[src/rtl/tgate_sel_ctrl_if.sv]
// Request handshake and gate-drive bundle between a channel-switch
// requester (master) and the tgate select sequencer (slave).
interface tgate_sel_ctrl_if #(
    parameter int N_CH  = 4,
    parameter int SEL_W = 2
);
    logic             req_valid;
    logic [SEL_W-1:0] req_ch;
    logic             req_ready;
    logic [N_CH-1:0]  sel;
    logic [N_CH-1:0]  sel_n;
    logic             active_valid;
    logic [SEL_W-1:0] active_ch;
    logic             busy;

    modport master (
        output req_valid, req_ch,
        input  req_ready, sel, sel_n,
        input  active_valid, active_ch, busy
    );

    modport slave (
        input  req_valid, req_ch,
        output req_ready, sel, sel_n,
        output active_valid, active_ch, busy
    );
endinterface

[src/rtl/tgate_sel_ctrl.sv]
// Break-before-make select sequencer feeding a tgate switch array.
// Define TGSEL_MIN_ON_EN to enforce a MIN_ON-cycle minimum closed time.
module tgate_sel_ctrl #(
    parameter int N_CH     = 4,
    parameter int SEL_W    = 2,
    parameter int DEAD_CYC = 2,
    parameter int MIN_ON   = 3
) (
    input logic             clk,
    input logic             rst,
    tgate_sel_ctrl_if.slave bus
);
    localparam int DW = (DEAD_CYC > 1) ? $clog2(DEAD_CYC) : 1;
    localparam logic [SEL_W:0] NLIM = (SEL_W+1)'(N_CH);
    localparam logic [N_CH-1:0] ONE = {{(N_CH-1){1'b0}}, 1'b1};

    if (N_CH < 2 || DEAD_CYC < 1 || MIN_ON < 1) begin : g_bad_cfg
        $error("tgate_sel_ctrl: illegal parameters");
    end

    typedef enum logic [1:0] {
        S_OFF,
        S_BREAK,
        S_ON
    } state_t;

    state_t           state;
    logic [N_CH-1:0]  sel_q;
    logic [SEL_W-1:0] tgt;
    logic [SEL_W-1:0] act_ch;
    logic             act_v;
    logic             busy_q;
    logic             rdy_q;
    logic [DW-1:0]    dcnt;
    logic             acc;
    logic             in_rng;
    logic             same;
    logic [N_CH-1:0]  tgt_oh;

`ifdef TGSEL_MIN_ON_EN
    localparam int MW = (MIN_ON > 1) ? $clog2(MIN_ON) : 1;
    logic [MW-1:0] mcnt;
`endif

    assign acc    = bus.req_valid && rdy_q;
    assign in_rng = {1'b0, bus.req_ch} < NLIM;
    assign same   = (state == S_ON) && (bus.req_ch == act_ch);
    assign tgt_oh = ONE << tgt;

    always_ff @(posedge clk or posedge rst) begin
        if (rst) begin
            state  <= S_OFF;
            sel_q  <= '0;
            tgt    <= '0;
            act_ch <= '0;
            act_v  <= 1'b0;
            busy_q <= 1'b0;
            rdy_q  <= 1'b1;
            dcnt   <= '0;
`ifdef TGSEL_MIN_ON_EN
            mcnt   <= '0;
`endif
        end else begin
            unique case (state)
                S_BREAK: begin
                    if (dcnt == '0) begin
                        state  <= S_ON;
                        sel_q  <= tgt_oh;
                        act_ch <= tgt;
                        act_v  <= 1'b1;
                        busy_q <= 1'b0;
`ifdef TGSEL_MIN_ON_EN
                        rdy_q  <= 1'b0;
                        mcnt   <= MW'(MIN_ON - 1);
`else
                        rdy_q  <= 1'b1;
`endif
                    end else begin
                        dcnt <= dcnt - 1'b1;
                    end
                end
                S_OFF, S_ON: begin
`ifdef TGSEL_MIN_ON_EN
                    if (!rdy_q) begin
                        if (mcnt == '0) rdy_q <= 1'b1;
                        else            mcnt  <= mcnt - 1'b1;
                    end
`endif
                    // Opening is always safe, so out-of-range skips dead time.
                    if (acc && !in_rng) begin
                        state  <= S_OFF;
                        sel_q  <= '0;
                        act_ch <= '0;
                        act_v  <= 1'b0;
                    end else if (acc && !same) begin
                        state  <= S_BREAK;
                        sel_q  <= '0;
                        tgt    <= bus.req_ch;
                        act_ch <= '0;
                        act_v  <= 1'b0;
                        busy_q <= 1'b1;
                        rdy_q  <= 1'b0;
                        dcnt   <= DW'(DEAD_CYC - 1);
                    end
                end
                default: begin
                    state <= S_OFF;
                    sel_q <= '0;
                    act_v <= 1'b0;
                    rdy_q <= 1'b1;
                end
            endcase
        end
    end

    assign bus.sel          = sel_q;
    assign bus.sel_n        = ~sel_q;
    assign bus.req_ready    = rdy_q;
    assign bus.active_valid = act_v;
    assign bus.active_ch    = act_ch;
    assign bus.busy         = busy_q;
endmodule

[src/flat_wrapper.sv]
// flat-port wrapper written by rule: the top's interface ports become plain ports
module tgate_sel_ctrl_flat 
#(
    parameter int N_CH     = 4,
    parameter int SEL_W    = 2,
    parameter int DEAD_CYC = 2,
    parameter int MIN_ON   = 3
)
  (clk, rst, bus_req_valid, bus_req_ch, bus_req_ready, bus_sel, bus_sel_n, bus_active_valid, bus_active_ch, bus_busy);
  tgate_sel_ctrl_if #(.N_CH(N_CH), .SEL_W(SEL_W)) bus_i ();
  input logic clk;
  input logic rst;
  input wire logic [$bits(bus_i.req_valid)-1:0] bus_req_valid;
  input wire logic [$bits(bus_i.req_ch)-1:0] bus_req_ch;
  output wire logic [$bits(bus_i.req_ready)-1:0] bus_req_ready;
  output wire logic [$bits(bus_i.sel)-1:0] bus_sel;
  output wire logic [$bits(bus_i.sel_n)-1:0] bus_sel_n;
  output wire logic [$bits(bus_i.active_valid)-1:0] bus_active_valid;
  output wire logic [$bits(bus_i.active_ch)-1:0] bus_active_ch;
  output wire logic [$bits(bus_i.busy)-1:0] bus_busy;
  assign bus_i.req_valid = bus_req_valid;
  assign bus_i.req_ch = bus_req_ch;
  assign bus_req_ready = bus_i.req_ready;
  assign bus_sel = bus_i.sel;
  assign bus_sel_n = bus_i.sel_n;
  assign bus_active_valid = bus_i.active_valid;
  assign bus_active_ch = bus_i.active_ch;
  assign bus_busy = bus_i.busy;
  tgate_sel_ctrl #(.N_CH(N_CH), .SEL_W(SEL_W), .DEAD_CYC(DEAD_CYC), .MIN_ON(MIN_ON)) u_core (.clk(clk), .rst(rst), .bus(bus_i));
endmodule
[config.mk]
export PLATFORM = sky130hd
export DESIGN_NAME = tgate_sel_ctrl_flat
export DESIGN_NICKNAME = d
export VERILOG_FILES = /design/src/rtl/tgate_sel_ctrl_if.sv /design/src/rtl/tgate_sel_ctrl.sv /design/src/flat_wrapper.sv
export SDC_FILE = /design/constraint.sdc
export NUM_CORES = 1
export LEC_CHECK = 0
export CAP_MARGIN = 20
export CORE_MARGIN = 2
export CORE_UTILIZATION = 46
export CTS_CLUSTER_DIAMETER = 100
export CTS_CLUSTER_SIZE = 16
export DETAILED_ROUTE_END_ITERATION = 8
export PLACE_DENSITY = 0.75
export SLEW_MARGIN = 10
export SYNTH_ARGS = -nofsm -noshare
export SYNTH_HDL_FRONTEND = slang
export SYNTH_SLANG_ARGS = --single-unit
[constraint.sdc]
create_clock -name clk -period 1.9 [get_ports clk]
set_clock_uncertainty 0.05 [all_clocks]
set_input_delay 0.38 -clock clk [delete_from_list [all_inputs] [get_ports clk]]
set_output_delay 0.38 -clock clk [all_outputs]
set_load 0.02 [all_outputs]
==> flow_metrics.tcl <==
set metrics [dict create \
    status "finished, final reports clean" \
    min_period_ns 1.77 \
    async_flop_share_pct 100 \
    n_fill_cell 112 \
    crit_path_top_delay_cell "clkdlybuf4s50_1" \
    power_per_cell_area_nw_per_um2 1420 \
    rsz0062_at_grt "false" \
    cp-startpoint "u_core.bus.sel[0]$_DFFE_PP0P_" \
    layout-drive-gt1-share_pct 15.9 \
    clock_sinks 13 \
    slew-limit-headroom_pct 66.4 \
    fin_cells 103 \
    syn-cell-area_um2 686 \
    hpwl_mm 1.11 \
    final_hold_viol_count 0 \
    critPathKind "reg -> out" \
    core_area_um2 1350 \
    crit_path_start_kind "register" \
    route.antenna.remaining_nets 0 \
    grtUsageTotal_pct 18.6 \
    critPathMaxStageDelay_ns 0.59 \
    pin_count 18 \
    fin_crit_sh_pct 93.3 \
    post_cts_buffers 0 \
    worstSetupEndpointType "primary output" \
    yosysUniqueCellTypes 29 \
    num-nets-final 94 \
    r2r-end "u_core.tgt[1]$_DFFE_PP0P_" \
    yosys.cell_count.top_type "dfrtp_1" \
    grt_max_degree 14 \
    yosysTopAreaCellShare_pct 43.8 \
    cts_buffer_depth 2 \
    vias_per_cell 5.49 \
    clk_pin_slew_ns 0.08 \
    crit_fanout 4 \
    globalplace.congestion 0.851 \
    place_ws_ns -0.0241 \
    yosys_warnings 0 \
    synth_commonest_cells "dfrtp_1 (12), inv_1 (9), nand2b_1 (6)" \
    ir_drop_v 0.000756 \
    cts_root_buf "clkbuf_4" \
    syn_to_final_growth_pct 34.5 \
    wl_mm 1.48 \
    worstMarginPinSlew_ns 0.503 \
    clock_latency_ns 0.28 \
    syn-num-nets 71 \
    drc 0 \
    rrSetupSlack_ns 0.42 \
    path_delay_family "buffers and inverters" \
    report.final.slew_viol_count 0 \
    vias 565 \
    crit_required_ns 1.47 \
    drv_cap 0 \
    crit_chain "inv_1 > clkdlybuf4s50_1" \
    total_power_mw 1.31 \
    syn_inst 66 \
    grt_pass1_wl_mm 2.40 \
    finalWorstSetupSlack_ns 0.127 \
    numPlacedInstances 99 \
    antenna_found_initial 0 \
    cp_num_buf_inv 2 \
    grt_pass1_vias 543 \
    utilization_pct 68.3 \
    diodes 0 \
    power_leakage_nw 0.409 \
    fp.dieArea_um2 1820 \
    portBuffers 17 \
    drt_iter0_markers 9 \
    arrival_ns 1.34 \
    wl_per_cell_um 14.3 \
    ys.flop_type "dfrtp_1" \
    initial_core_util_pct 50.8 \
    r2r-start "u_core.bus.active_ch[0]$_DFFE_PP0P_" \
    firstDrtPassIters 4 \
    yosysSeqAreaShare_pct 47.6 \
    fp.dieH_um 42.6 \
    synth-edff-count 0 \
    overflow 0 \
    cts_tree "built" \
    setup_viol 0 \
    r2r_cells 3 \
    fp.dieW_um 42.6 \
    ys_ff_latch 13 \
    timing.fmax_ghz 0.564 \
    cts_made_buffers 3 \
    htree_levels 1 \
    num_rows 13 \
    hold_path_class "in -> async" \
    synth_area_leader_cell "dfrtp_1" \
    syn_area_per_cell_um2 10.4 \
    synth_area_leaders "dfrtp_1 (44%), nand2b_1 (5.5%), inv_1 (4.9%)" \
]
report_power, final:
part | leakage, nW | internal, mW | total [mW] | switching [mW]
logic | 0.228 | 0.326 | 0.646 | 0.320
clock network | 0.0150 | 0.0816 | 0.175 | 0.0933
registers | 0.166 | 0.375 | 0.490 | 0.114
total | 0.409 | 0.783 | 1.31 | 0.528
cells by family (layout without fill, tap and decap cells):
kind of cell	count (synthesis)	count (layout)	synth area share, %
AND/OR/NAND/NOR	16	16	14.6
buffers and inverters	12	34	6.57
AO/OA/AOI/OAI	21	21	23.9
XOR/XNOR	2	2	3.65
flip-flops	13	13	47.6
multiplexers	2	2	3.65
sequential cells by signal, summed over array words and instances, names as in the netlist:
signal / cells
u_core.dcnt: 1
u_core.bus.req_ready: 1
u_core.bus.busy: 1
u_core.state: 1
u_core.bus.sel: 4
u_core.bus.active_ch: 2
u_core.bus.active_valid: 1
u_core.tgt: 2
how the worst max path moves through the flow:
stage                                     end  slack, ns  cells past startpoint
global placement    u_core.tgt[1]$_DFFE_PP0P_       0.03                      4
floorplan           u_core.tgt[1]$_DFFE_PP0P_       0.32                      3
detailed placement  u_core.tgt[1]$_DFFE_PP0P_      -0.02                      4
global route                     bus_sel_n[2]       0.06                      2
finish                           bus_sel_n[0]       0.13                      2
CTS                             bus_req_ready      0.005                      1
worst register-to-register path, delay by kind of cell (launching register included):
family	cells	cell delay [ns]
xor gates and xnor gates	1	0.21
muxes	1	0.33
AOI/OAI and AO/OA	1	0.36
DFF	1	0.42
layout by cell type (no fill, tap or decap), types with 2 or more instances in the layout:
cell type / Yosys / final
a22oi_1: 2 / 2
nand2b_1: 6 / 6
o22ai_1: 5 / 5
clkbuf_4: 0 / 3
inv_1: 9 / 9
o21ai_0: 2 / 2
buf_4: 0 / 4
nand2_1: 2 / 2
a21o_2: 2 / 2
nor2_1: 2 / 2
a21oi_1: 2 / 2
clkdlybuf4s50_1: 0 / 16
dfrtp_1: 12 / 12
a31oi_1: 2 / 2
layout make-up:
type / instances / area, um2 / share of cell area, %
inverters: 9 / 33.8 / 3.66
flip-flops and latches: 13 / 327 / 35.4
clock buffers: 4 / 26.3 / 2.85
multi-input cells: 41 / 314 / 34.1
repair buffers: 21 / 203 / 22.0
well taps: 15 / 18.8 / 2.04
metal layers:
layer	track usage [%]	up-vias	wire [um]
li1	-	278	-
met1	21.9	268	683
met2	29.2	16	693
met3	6.03	3	76
met4	11.3	0	23
met5	0	-	0
what timing repair did:
action | in CTS | in global routing
gates resized for setup | 0 | 1
endpoints found under the setup margin | 0 | 1
hold buffers | 0 | 0
per-stage QoR:
stage / TNS [ns] / hold slack, ns / cell area [um2]
after global placement: 0 / 0.420 / 893
after detailed placement: -0.0241 / 0.424 / 893
final: 0 / 0.367 / 922
after CTS: 0 / 0.377 / 920
after floorplan: 0 / 0.206 / 686
after global routing: 0 / 0.399 / 922
Note: power is estimated with default switching activity, not from simulation.
